`src/rtl/n2tl_rls_arb_pkg.sv`:
```
// Shared definitions for the release arbiter: one-hot state encoding and
// parameter defaults used by the arbiter and its round-robin picker.
package n2tl_rls_pkg;

  localparam int NREQ_DEF    = 4;
  localparam int TMO_CYC_DEF = 1024;

  typedef enum logic [4:0] {
    ARB_IDLE   = 5'b00001,
    ARB_ISSUE  = 5'b00010,
    ARB_ACK_WT = 5'b00100,
    ARB_DONE   = 5'b01000,
    ARB_ERR    = 5'b10000
  } arb_state_e;

endpackage

```
`src/rtl/n2tl_rls_arb_rr_pick.sv`:
```
// Combinational round-robin picker: first eligible requester at or after ptr,
// wrapping past NREQ-1, with masked requesters skipped.
module n2tl_rr_pick #(
  parameter int NREQ = 4,
  parameter int IW   = $clog2(NREQ)
) (
  input  logic [NREQ-1:0] req,
  input  logic [IW-1:0]   ptr,
  input  logic [NREQ-1:0] mask,
  output logic [NREQ-1:0] grant,
  output logic [IW-1:0]   idx,
  output logic            vld
);

  localparam int SW = IW + 1;

  logic [NREQ-1:0] elig;
  logic [SW-1:0]   sum;
  logic [IW-1:0]   cand;

  assign elig = req & ~mask;

  // sum is one bit wider than ptr so the wrap works for non-power-of-two NREQ
  always_comb begin
    grant = '0;
    idx   = '0;
    vld   = 1'b0;
    sum   = '0;
    cand  = '0;
    for (int i = 0; i < NREQ; i++) begin
      sum = {1'b0, ptr} + SW'(i);
      if (sum >= SW'(NREQ)) sum = sum - SW'(NREQ);
      cand = sum[IW-1:0];
      if (!vld && elig[cand]) begin
        vld         = 1'b1;
        grant[cand] = 1'b1;
        idx         = cand;
      end
    end
  end

endmodule

```
`src/rtl/n2tl_rls_arb.sv`:
```
// Release arbiter: round-robin grants one requester at a time, issues a
// release event, and reports completion or timeout back to that requester.
module n2tl_rls_arb
  import n2tl_rls_pkg::*;
#(
  parameter  int NREQ    = NREQ_DEF,
  parameter  int TMO_CYC = TMO_CYC_DEF,
  localparam int IW      = $clog2(NREQ),
  localparam int TW      = $clog2(TMO_CYC)
) (
  input  logic            clk,
  input  logic            reset,
  input  logic [NREQ-1:0] req_vec,
  output logic            rls_req,
  output logic [IW-1:0]   rls_req_src,
  input  logic            rls_req_ack,
  input  logic            rls_ack_rcvd,
  output logic [NREQ-1:0] done_vec,
  output logic [NREQ-1:0] err_vec,
  output logic            busy
);

  arb_state_e      state, state_nxt;
  logic [IW-1:0]   rr_ptr;
  logic [NREQ-1:0] mask;
  logic [NREQ-1:0] src_oh;
  logic [TW-1:0]   tmo_cnt;
  logic [NREQ-1:0] pick_grant;
  logic [IW-1:0]   pick_idx;
  logic            pick_vld;
  logic            grant_now;
  logic            tmo_exp;

  n2tl_rr_pick #(.NREQ(NREQ), .IW(IW)) u_pick (
    .req   (req_vec),
    .ptr   (rr_ptr),
    .mask  (mask),
    .grant (pick_grant),
    .idx   (pick_idx),
    .vld   (pick_vld)
  );

  assign grant_now = (state == ARB_IDLE) && pick_vld;
  assign tmo_exp   = (tmo_cnt == TW'(TMO_CYC - 1));
  assign busy      = (state != ARB_IDLE);

  // A remote ack always beats a timeout expiring in the same cycle
  always_comb begin
    state_nxt = state;
    case (state)
      ARB_IDLE:   if (pick_vld) state_nxt = ARB_ISSUE;
      ARB_ISSUE: begin
        if (rls_ack_rcvd)     state_nxt = ARB_DONE;
        else if (tmo_exp)     state_nxt = ARB_ERR;
        else if (rls_req_ack) state_nxt = ARB_ACK_WT;
      end
      ARB_ACK_WT: begin
        if (rls_ack_rcvd) state_nxt = ARB_DONE;
        else if (tmo_exp) state_nxt = ARB_ERR;
      end
      ARB_DONE:   state_nxt = ARB_IDLE;
      ARB_ERR:    state_nxt = ARB_IDLE;
      default:    state_nxt = ARB_IDLE;
    endcase
  end

  always_ff @(posedge clk) begin
    if (reset) begin
      state       <= ARB_IDLE;
      rr_ptr      <= '0;
      mask        <= '0;
      src_oh      <= '0;
      tmo_cnt     <= '0;
      rls_req     <= 1'b0;
      rls_req_src <= '0;
      done_vec    <= '0;
      err_vec     <= '0;
    end else begin
      state    <= state_nxt;
      rls_req  <= grant_now;
      done_vec <= (state_nxt == ARB_DONE) ? src_oh : '0;
      err_vec  <= (state_nxt == ARB_ERR)  ? src_oh : '0;
      mask     <= '0;
      if (grant_now) begin
        rls_req_src <= pick_idx;
        src_oh      <= pick_grant;
        tmo_cnt     <= '0;
      end else if (state == ARB_ISSUE || state == ARB_ACK_WT) begin
        tmo_cnt <= tmo_cnt + TW'(1);
      end
      // Finished requester is masked for one idle cycle while it drops its request
      if (state == ARB_DONE || state == ARB_ERR) begin
        mask   <= src_oh;
        rr_ptr <= (rls_req_src == IW'(NREQ - 1)) ? '0 : rls_req_src + IW'(1);
      end
    end
  end

endmodule

```
`config.mk`:
```
export PLATFORM = sky130hd
export DESIGN_NAME = n2tl_rls_arb
export DESIGN_NICKNAME = d
export VERILOG_FILES = /design/src/rtl/n2tl_rls_arb_pkg.sv /design/src/rtl/n2tl_rls_arb_rr_pick.sv /design/src/rtl/n2tl_rls_arb.sv
export SDC_FILE = /design/constraint.sdc
export NUM_CORES = 1
export LEC_CHECK = 0
export CORE_MARGIN = 2
export CORE_UTILIZATION = 52
export CTS_BUF_LIST = sky130_fd_sc_hd__clkbuf_8
export DETAILED_ROUTE_END_ITERATION = 16
export GPL_TIMING_DRIVEN = 0
export HOLD_SLACK_MARGIN = 0.03
export PLACE_DENSITY = 0.74
export SLEW_MARGIN = 0
export SYNTH_ARGS = -nofsm -noshare
export SYNTH_HDL_FRONTEND = slang
export SYNTH_SLANG_ARGS = --single-unit
```
`constraint.sdc`:
```
create_clock -name clk -period 2.25 [get_ports clk]
set_input_delay 0.45 -clock clk [delete_from_list [all_inputs] [get_ports clk]]
set_output_delay 0.45 -clock clk [all_outputs]
set_load 0.02 [all_outputs]
```
==> impl_metrics.yaml <==
status:
  status: "finished, final reports clean"
place:
  dpl.hpwl_um: 2850
  placed_cell_area_um2: 2070
  port_buffers: 19
  place_ws_ps: -86.4
  place_congestion: 0.909
setup_path:
  path_max_fanout: 10
  crit_path_end_kind: "flip-flop"
  cp.arrival_ps: 2250
  cp-startpoint: "rr_ptr[1]"
  startpoint_type: "flip-flop"
  crit_path_end: "src_oh[3]"
  crit_required_ps: 2410
  reg2regPathDepth: 9
  r2r_end: "src_oh[3]"
  reg2reg_slack_ps: 150
  r2r-start: "rr_ptr[1]"
  worstSetupPathType: "flip-flop to flip-flop"
finish:
  nNetsFinal: 235
  final_cell_mix: "35 x dfxtp_1, 22 x nand2_1, 19 x clkdlybuf4s50_1"
  areaGrowthSynthToFinish_pct: 21.2
  postLayoutCellArea_um2: 2210
  drive_gt1_frac: 0.194
  fin_util: 0.661
  mostFrequentLayoutCell: "dfxtp_1"
  n_antenna_cell: 0
floorplan:
  core_um2: 3340
  die_height_um: 63.2
  num_rows: 21
  die_w_um: 63.2
  dieArea_um2: 3990
  start_util: 0.546
  boundaryPins: 20
routing:
  vias: 1515
  routedWlPerCell_um: 14.3
  viasPerCell: 5.65
  drcViolationCount: 0
  antenna_left: 0
  first_pass_iters: 4
  drtIter0Drc: 49
  drt_wl_total_um: 3840
cts:
  clk_root_buffer_cell: "clkbuf_8"
  cts_max_level: 2
  cts_setup_buffers: 0
  numClockSinks: 36
  cts_max_path_buffers: 2
  worstSkewPairLatency_ps: 290
  cts_buffers: 5
  path_clk_slew_ps: 80
  ctsHoldBuffers: 0
  cts_tree: "done"
logic_synthesis:
  ys_async_sr_fraction: 0
  ys.warnings.count: 0
  synthCells: 195
  synth_edf_count: 0
  syn-num-nets: 209
  yosysUniqueCellTypes: 54
  syn_avg_cell_area_um2: 9.34
  postSynth.topFlopCell: "dfxtp_1"
  synth-seq-cells: 36
  netlist_area_um2: 1820
  seq_area_frac_synth: 0.396
sta:
  worstMarginPinSlew_ps: 508
  period_minus_slack_ps: 2100
  timing.final.ws_setup_ps: 153
  finalSetupViolations: 0
  hold_viol_final: 0
  fin_tns_setup_ps: 0
  timing.fmax_mhz: 477
  drv_slew: 0
  finalCritPeriodShare: 0.932
  rsz0062_at_grt: "no"
  relSlewSlack: 0.662
  clock_skew_ps: 10.6
global_route:
  grt_overflow: 0
  grt_pass1_wl_um: 6670
  track_usage: 0.208
  grt_antenna_before_repair: 0
  grt_start_max_net_pins: 13
  first_global_vias: 1525
power:
  leakagePower_uw: 0.000813
  irDropWorstVdd_uv: 476
  finalPower_uw: 1380
  p_per_area_nw_per_um2: 624
hold_path:
  worst_hold_path_type: "flip-flop to flip-flop"
flow_run:
  maxCapViolations: 0
## routing by layer
layer | global-route usage | share of wire | vias up
li1 | - | - | 743
met1 | 0.255 | 0.45 | 717
met2 | 0.363 | 0.49 | 51
met3 | 0.0429 | 0.060 | 4
met4 | 0.0734 | 0.0063 | 0
met5 | 0 | 0 | -
## what timing repair did
item	CTS	global route
setup endpoints to repair	0	4
hold endpoints to repair	0	0
resized for setup	0	11
## area by class of cell
type                       count  area, um^2
timing repair buffer          19         190
clock buffer                   5        68.8
multi-input combinational    149        1070
tap                           46        57.6
fill                         273        1130
buffer                         7        58.8
sequential                    36         724
inverter                       3        13.8
clock inverter                 3        18.8
## worst max-delay path: stages (launching register included)
cell and delay [ps]:
dfxtp_4 370, buf_6 130, inv_4 50, ha_1 280, buf_6 150, and3_1 150
o211ai_1 250, o32ai_4 180, a221oi_2 300, a211oi_1 100
## flip-flops by register name (all words and copies together), names as in the netlist
name / count
src_oh: 4
rls_req_src: 2
err_vec: 4
tmo_cnt: 10
rls_req: 1
done_vec: 4
state: 5
rr_ptr: 2
mask: 4
## worst min path at each step
stage	from	to	depth (start not counted)
final	rls_req_src[0]	rls_req_src[0]	2
after global routing	src_oh[1]	err_vec[1]	1
after CTS	tmo_cnt[9]	tmo_cnt[9]	2
after detailed placement	tmo_cnt[9]	tmo_cnt[9]	2
after global placement	tmo_cnt[9]	tmo_cnt[9]	2
after floorplan	tmo_cnt[9]	tmo_cnt[9]	2
## cell usage after synthesis, types with 4 or more instances
master / number / area [um^2]
o21ai_0: 4 / 20.0
nand3_1: 5 / 25.0
nor2b_1: 4 / 25.0
and2_1: 12 / 75.1
nand2_1: 22 / 82.6
nor3_1: 5 / 25.0
a21oi_1: 10 / 50.1
nor2_1: 17 / 63.8
a211oi_1: 5 / 37.5
xor2_1: 5 / 43.8
ha_1: 6 / 75.1
dfxtp_1: 36 / 721
## kinds of logic (layout without fill, tap and decap cells)
group                      after synthesis  after routing  synth area share
and+or+nand+nor                         94             94             0.303
AOI/OAI and AO/OA                       37             37             0.155
DFF                                     36             36             0.396
buffers and inverters                   10             37            0.0378
xor gates and xnor gates                 8              8            0.0385
adders and majority gates                6              6            0.0412
muxes                                    4              4            0.0289
## power by group
group	internal (uW)	leakage, uW	switching (uW)
clock	216	0.0000479	232
combinational	107	0.000472	138
sequential	662	0.000293	21.6
## stage by stage
| stage | std cells | hold slack, ps |
|---|---|---|
| 2_1_floorplan | 195 | 459 |
| 3_3_place_gp | 260 | 469 |
| 3_5_place_dp | 260 | 489 |
| 4_1_cts | 268 | 501 |
| 5_1_grt | 268 | 521 |
| 6_report | 268 | 501 |
(Power assumes the default switching activity.)
